`src/rtl/poc_controller.sv`:
```
// Parallel output controller: status bits, byte buffer and a
// strobe/ready printer handshake with timeout.
module poc_controller #(
   parameter int TR_PULSE = 4,
   parameter int TIMEOUT  = 100000,
   parameter int TO_W     = 20
) (
   input  logic       clk,
   input  logic       rst_n,
   input  logic [7:0] din,
   input  logic       rw,
   input  logic       reg_in,
   input  logic [2:0] addr,
   output logic       reg_out,
   output logic       irq,
   output logic [7:0] pd,
   output logic       tr,
   input  logic       rdy
);

   localparam int PW = (TR_PULSE > 1) ? $clog2(TR_PULSE) : 1;
   localparam logic [PW-1:0] PULSE_LAST = PW'(TR_PULSE - 1);
   localparam logic [TO_W-1:0] TO_LAST = TO_W'(TIMEOUT - 1);

   typedef enum logic [2:0] {
      IDLE,
      SETUP,
      STROBE,
      WAIT_BUSY,
      WAIT_READY,
      DONE
   } state_e;

   state_e          state_q, state_d;
   logic            sr0_q, sr0_d;
   logic            sr6_q, sr6_d;
   logic            sr7_q, sr7_d;
   logic [7:0]      br_q, br_d;
   logic [7:0]      pd_q, pd_d;
   logic            tr_q, tr_d;
   logic            irq_q, irq_d;
   logic            reg_out_q, reg_out_d;
   logic [PW-1:0]   pulse_q, pulse_d;
   logic [TO_W-1:0] to_q, to_d;
   logic            time_out;

   always_comb begin
      state_d   = state_q;
      sr0_d     = sr0_q;
      sr6_d     = sr6_q;
      sr7_d     = sr7_q;
      br_d      = br_q;
      pd_d      = pd_q;
      pulse_d   = pulse_q;
      to_d      = to_q;
      time_out  = 1'b0;
      reg_out_d = 1'b0;

      if (rw) begin
         case (addr)
            3'b000: sr0_d = reg_in;
            3'b001: br_d  = din;
            3'b110: sr6_d = reg_in;
            3'b111: if (state_q == IDLE) sr7_d = reg_in;
            default: ;
         endcase
      end

      case (state_q)
         IDLE: begin
            if (!sr7_q && rdy) begin
               pd_d    = br_q;
               state_d = SETUP;
            end
         end
         SETUP: begin
            pulse_d = '0;
            state_d = STROBE;
         end
         STROBE: begin
            if (pulse_q == PULSE_LAST) begin
               to_d    = '0;
               state_d = WAIT_BUSY;
            end else begin
               pulse_d = pulse_q + 1'b1;
            end
         end
         WAIT_BUSY: begin
            to_d = to_q + 1'b1;
            if (!rdy) state_d = WAIT_READY;
            else if (to_q == TO_LAST) time_out = 1'b1;
         end
         WAIT_READY: begin
            to_d = to_q + 1'b1;
            if (rdy) state_d = DONE;
            else if (to_q == TO_LAST) time_out = 1'b1;
         end
         DONE: begin
            sr7_d   = 1'b1;
            state_d = IDLE;
         end
         default: state_d = IDLE;
      endcase

      // The controller's own status updates beat a same-cycle write.
      if (time_out) begin
         sr6_d   = 1'b1;
         sr7_d   = 1'b1;
         state_d = IDLE;
      end

      case (addr)
         3'b000:  reg_out_d = sr0_q;
         3'b110:  reg_out_d = sr6_q;
         3'b111:  reg_out_d = sr7_q;
         default: reg_out_d = 1'b0;
      endcase

      irq_d = ~(sr0_q & sr7_q);
      tr_d  = (state_d == STROBE);
   end

   always_ff @(posedge clk or negedge rst_n) begin
      if (!rst_n) begin
         state_q   <= IDLE;
         sr0_q     <= 1'b0;
         sr6_q     <= 1'b0;
         sr7_q     <= 1'b1;
         br_q      <= 8'h00;
         pd_q      <= 8'h00;
         tr_q      <= 1'b0;
         irq_q     <= 1'b1;
         reg_out_q <= 1'b0;
         pulse_q   <= '0;
         to_q      <= '0;
      end else begin
         state_q   <= state_d;
         sr0_q     <= sr0_d;
         sr6_q     <= sr6_d;
         sr7_q     <= sr7_d;
         br_q      <= br_d;
         pd_q      <= pd_d;
         tr_q      <= tr_d;
         irq_q     <= irq_d;
         reg_out_q <= reg_out_d;
         pulse_q   <= pulse_d;
         to_q      <= to_d;
      end
   end

   assign reg_out = reg_out_q;
   assign irq     = irq_q;
   assign pd      = pd_q;
   assign tr      = tr_q;

endmodule

```
`config.mk`:
```
export PLATFORM = sky130hd
export DESIGN_NAME = poc_controller
export DESIGN_NICKNAME = d
export VERILOG_FILES = /design/src/rtl/poc_controller.sv
export SDC_FILE = /design/constraint.sdc
export NUM_CORES = 1
export LEC_CHECK = 0
export ABC_AREA = 1
export CORE_MARGIN = 8
export CORE_UTILIZATION = 40
export DETAILED_ROUTE_END_ITERATION = 8
export SLEW_MARGIN = 20
export SYNTH_ARGS = -nofsm -noshare
export SYNTH_HDL_FRONTEND = slang
export SYNTH_SLANG_ARGS = --single-unit
```
`constraint.sdc`:
```
create_clock -name clk -period 1.62 [get_ports clk]
set_input_delay 0.243 -clock clk [delete_from_list [all_inputs] [get_ports clk]]
set_output_delay 0.243 -clock clk [all_outputs]
set_load 0.01 [all_outputs]
```
==> Flow_metrics.wiki, run 1 <==
{| class="wikitable"
! Metric !! Value
|-
| Outcome || complete, no violations
|-
| Mapped Avg Cell Area || 7.965 µm²
|-
| Startpoint of the most critical register-to-register path || state_q[2]
|-
| EDFF count, synth || 0
|-
| Worst slew margin relative to its limit || 76.43%
|-
| Kind of end point of the critical path || output pin
|-
| Post-layout minimum cycle time || 1465 ps
|-
| Die span in x || 95.45 µm
|-
| Via count of the first global-routing pass || 1,992
|-
| Drt wl/cell || 12.68 µm
|-
| Actual slew at the worst max-slew pin || 353.6 ps
|-
| Layout Cell Area excl Fill || 3009 µm²
|-
| Data arrival, critical path || 1220 ps
|-
| Sum of routed wire length over all layers || 5441 µm
|-
| Routed via count || 2,126
|-
| Worst min-delay path category || in -> async
|-
| Clock tree from TritonCTS || done
|-
| Antenna-violating nets left || 0
|-
| Levels on crit path || 1
|-
| Clock buffers created by TritonCTS || 5
|-
| Critical Path Slowest Stage Cell || sky130_fd_sc_hd__clkdlybuf4s50_1
|-
| Internal cell power || 2.424 mW
|-
| Height of the die || 95.45 µm
|-
| Clk Latency, worst-skew pair || 300 ps
|-
| Fraction of power spent switching nets || 36.89%
|-
| Row cnt || 29
|-
| Placer Congestion || 0.8733
|-
| Total grt overflow || 0
|-
| DRC violation count after routing || 0
|-
| Post-CTS setup buffer count || 0
|-
| Critical path launch point type || flip-flop
|-
| Seq pwr share || 43.8%
|-
| Total of flip-flops plus latches after synthesis || 47
|-
| Number of hold violations in the final report || 0
|-
| Placed cell area || 2898 µm²
|-
| Unrepaired setup endpoints after global routing || no
|-
| Root buffer cell || sky130_fd_sc_hd__clkbuf_8
|-
| Count of final max-slew check failures || 0
|-
| Period Utilization, post-route || 90.40%
|-
| Worst reg2reg endpoint || to_q[13]
|-
| Antenna diode count || 0
|-
| Length of the first detailed-routing pass in iterations || 4
|-
| Reported max-cap violation count || 0
|-
| Power density relative to cell area || 1276 nW/µm²
|-
| Post-DR vias/cell || 4.956
|-
| Utilization after layout || 48.22%
|-
| HPWL Detailed || 4059 µm
|-
| Critical path launch point || pd[7]
|-
| Area grow syn2layout || 19.18%
|-
| Pin count of the biggest net entering global routing || 48
|-
| Max Buffers Root-to-Sink || 2
|-
| Number of antenna violations at the first check in global routing || 0
|-
| Wire length of the first global-routing pass || 9177 µm
|-
| Crit path max fanout || 2
|-
| Reg clk slew, reported paths || 90 ps
|-
| Final setup violating endpoints || 0
|-
| Family of cells with the greatest summed delay on the critical path || buffers and inverters
|-
| Synthesized net count || 335
|-
| Initial DRC Count || 121
|-
| Highest attainable clock frequency || 682.8 MHz
|-
| Net switching power || 1.417 mW
|-
| Cell-by-cell listing of the critical path || clkdlybuf4s50_1
|-
| CP peak stage delay || 540 ps
|-
| GRT Resource Usage Total || 12.55%
|-
| FF-to-FF setup slack || 160 ps
|-
| Count of buffers from port buffering || 26
|-
| Worst Skew || 6.435 ps
|-
| Sequential element share of the synthesized area || 46.68%
|-
| Buffers and inverters on the worst path || 1
|-
| Nets || 369
|-
| Maximum ir drop on the vdd rail || 0.6969 mV
|-
| Async set or reset register ratio after synthesis || 100.0%
|-
| Clock network fraction of design power || 20.1%
|-
| Most frequent standard cell in the layout excluding fill and tap cells || sky130_fd_sc_hd__nand2_1
|-
| Sink count of the clock tree || 47
|-
| Type of the worst setup path || reg -> out
|-
| Number of distinct standard cells referenced by the synthesized netlist || 36
|-
| # IOs || 27
|-
| Leakage power of the design || 1.373 nW
|-
| Part of the power in combinational logic || 36.1%
|-
| Number of H-tree levels || 2
|-
| Share of post-route cells with drive strength above 1 || 13.35%
|-
| Netlist Area Pre-Place || 2525 µm²
|-
| Gate count after technology mapping || 317
|-
| Starting density of the core || 40.46%
|-
| Worst reg2reg path depth || 6
|-
| Synth warn || 0
|-
| Worst endpoint required time || 1380 ps
|-
| Overall power of the completed layout || 3.841 mW
|-
| Area of the core || 6241 µm²
|-
| Most used cells in the layout excluding fill and tap cells || sky130_fd_sc_hd__nand2_1, sky130_fd_sc_hd__nor2_1, sky130_fd_sc_hd__dfrtp_1
|-
| Total negative setup slack || 0 ps
|-
| Last element of the critical path || pd[7]
|-
| Main flop type after synthesis || sky130_fd_sc_hd__dfrtp_1
|-
| Total die area || 9111 µm²
|}
[cell usage after synthesis, types with 2 or more instances]
cell type / instances / area (µm²)
sky130_fd_sc_hd__ha_1: 2 / 25.02
sky130_fd_sc_hd__inv_2: 4 / 15.01
sky130_fd_sc_hd__nand3_2: 2 / 20.02
sky130_fd_sc_hd__a21oi_1: 12 / 60.06
sky130_fd_sc_hd__o31ai_1: 3 / 22.52
sky130_fd_sc_hd__nand3_1: 27 / 135.1
sky130_fd_sc_hd__nor2_2: 2 / 12.51
sky130_fd_sc_hd__nor2_1: 45 / 168.9
sky130_fd_sc_hd__o21ai_2: 10 / 87.58
sky130_fd_sc_hd__o21ai_0: 10 / 50.05
sky130_fd_sc_hd__nand4_1: 13 / 81.33
sky130_fd_sc_hd__buf_4: 3 / 22.52
sky130_fd_sc_hd__dfrtp_1: 45 / 1126
sky130_fd_sc_hd__inv_1: 40 / 150.1
sky130_fd_sc_hd__dfstp_2: 2 / 52.55
sky130_fd_sc_hd__nand2_1: 67 / 251.5
sky130_fd_sc_hd__nand2_2: 3 / 18.77
sky130_fd_sc_hd__o21ai_1: 4 / 20.02
sky130_fd_sc_hd__nor2_4: 3 / 33.78
sky130_fd_sc_hd__nor3_1: 4 / 20.02
[metrics by stage]
step	worst slack (ps)	hold slack, ps	std cells
finish	155.5	430.8	429
global route	27.21	449.2	429
CTS	16.72	435.0	429
detailed placement	150.4	248.5	420
global placement	149.7	246.5	420
floorplan	336.1	-52.59	317
[per-layer routing]
layer  GRT usage [%]  up-vias  wire (µm)
met1           16.56     1000       2614
met4           4.481        0         73
met3           2.362        6        142
li1                -     1097          -
met2           20.08       23       2611
met5               0        -          0
[timing repair]
action,4_1_cts,5_1_grt
hold buffers,1,0
hold endpoints to repair,45,0
setup endpoints to repair,0,1
gates resized for setup,0,1
[power by group through the flow]
stage | combinational, mW | clock (mW) | sequential [mW]
after detailed placement | 1.42 | 0 | 1.70
after floorplan | 0.881 | 0 | 1.70
after CTS | 1.42 | 0.789 | 1.68
final | 1.39 | 0.773 | 1.68
after global routing | 1.54 | 0.840 | 1.72
after global placement | 1.39 | 0 | 1.70
[registers in the layout, summed over array words and instances, names as in the netlist]
| name | cells |
|---|---|
| sr6_q | 1 |
| pd | 8 |
| irq | 1 |
| tr | 1 |
| sr7_q | 1 |
| to_q | 20 |
| reg_out | 1 |
| sr0_q | 1 |
| br_q | 8 |
| state_q | 3 |
| pulse_q | 2 |
[logic make-up (layout without fill, tap and decap cells)]
family / count (synthesis) / count (layout) / share of synthesized area, %
AO/OA/AOI/OAI: 43 / 43 / 10.85
XOR/XNOR: 1 / 1 / 0.3469
adder cells (fa/ha/maj): 2 / 2 / 0.9909
buffers and inverters: 49 / 84 / 8.176
flip-flops: 47 / 47 / 46.68
multiplexers: 2 / 2 / 0.8424
AND/OR/NAND/NOR: 173 / 173 / 32.11
[worst min path at each step]
| stage | to | slack [ps] | cells past startpoint |
|---|---|---|---|
| 2_1_floorplan | br_q[0] | -50 | 0 |
| 3_3_place_gp | to_q[15] | 250 | 2 |
| 3_5_place_dp | to_q[15] | 250 | 2 |
| 4_1_cts | irq | 430 | 1 |
| 5_1_grt | irq | 450 | 1 |
| 6_report | to_q[14] | 430 | 3 |
[area by class of cell]
cell class                      instances  area, µm²
Fill cell                             633       3232
Tap cell                               77      96.34
Sequential cell                        47       1179
Inverter                               44      165.2
Clock buffer                            6      82.58
Multi-Input combinational cell        221       1140
Timing Repair Buffer                   32      330.3
Clock inverter                          2      16.27
(Power assumes the default switching activity.)
==> run 2, diff against run 1 <==
--- a/config.mk
+++ b/config.mk
@@ -6,6 +6,7 @@
 export NUM_CORES = 1
 export LEC_CHECK = 0
 export ABC_AREA = 1
+export ABC_CLOCK_PERIOD_IN_PS = 1620
 export CORE_MARGIN = 8
 export CORE_UTILIZATION = 40
 export DETAILED_ROUTE_END_ITERATION = 8
==> results of run 2 <==
Same layout as run 1: the final DEF is identical, and so are final timing and power.
==> run 3, diff against run 2 <==
--- a/config.mk
+++ b/config.mk
@@ -7,6 +7,7 @@
 export LEC_CHECK = 0
 export ABC_AREA = 1
 export ABC_CLOCK_PERIOD_IN_PS = 1620
+export CAP_MARGIN = 20
 export CORE_MARGIN = 8
 export CORE_UTILIZATION = 40
 export DETAILED_ROUTE_END_ITERATION = 8
==> results of run 3 <==
Same layout as run 1: the final DEF is identical, and so are final timing and power.
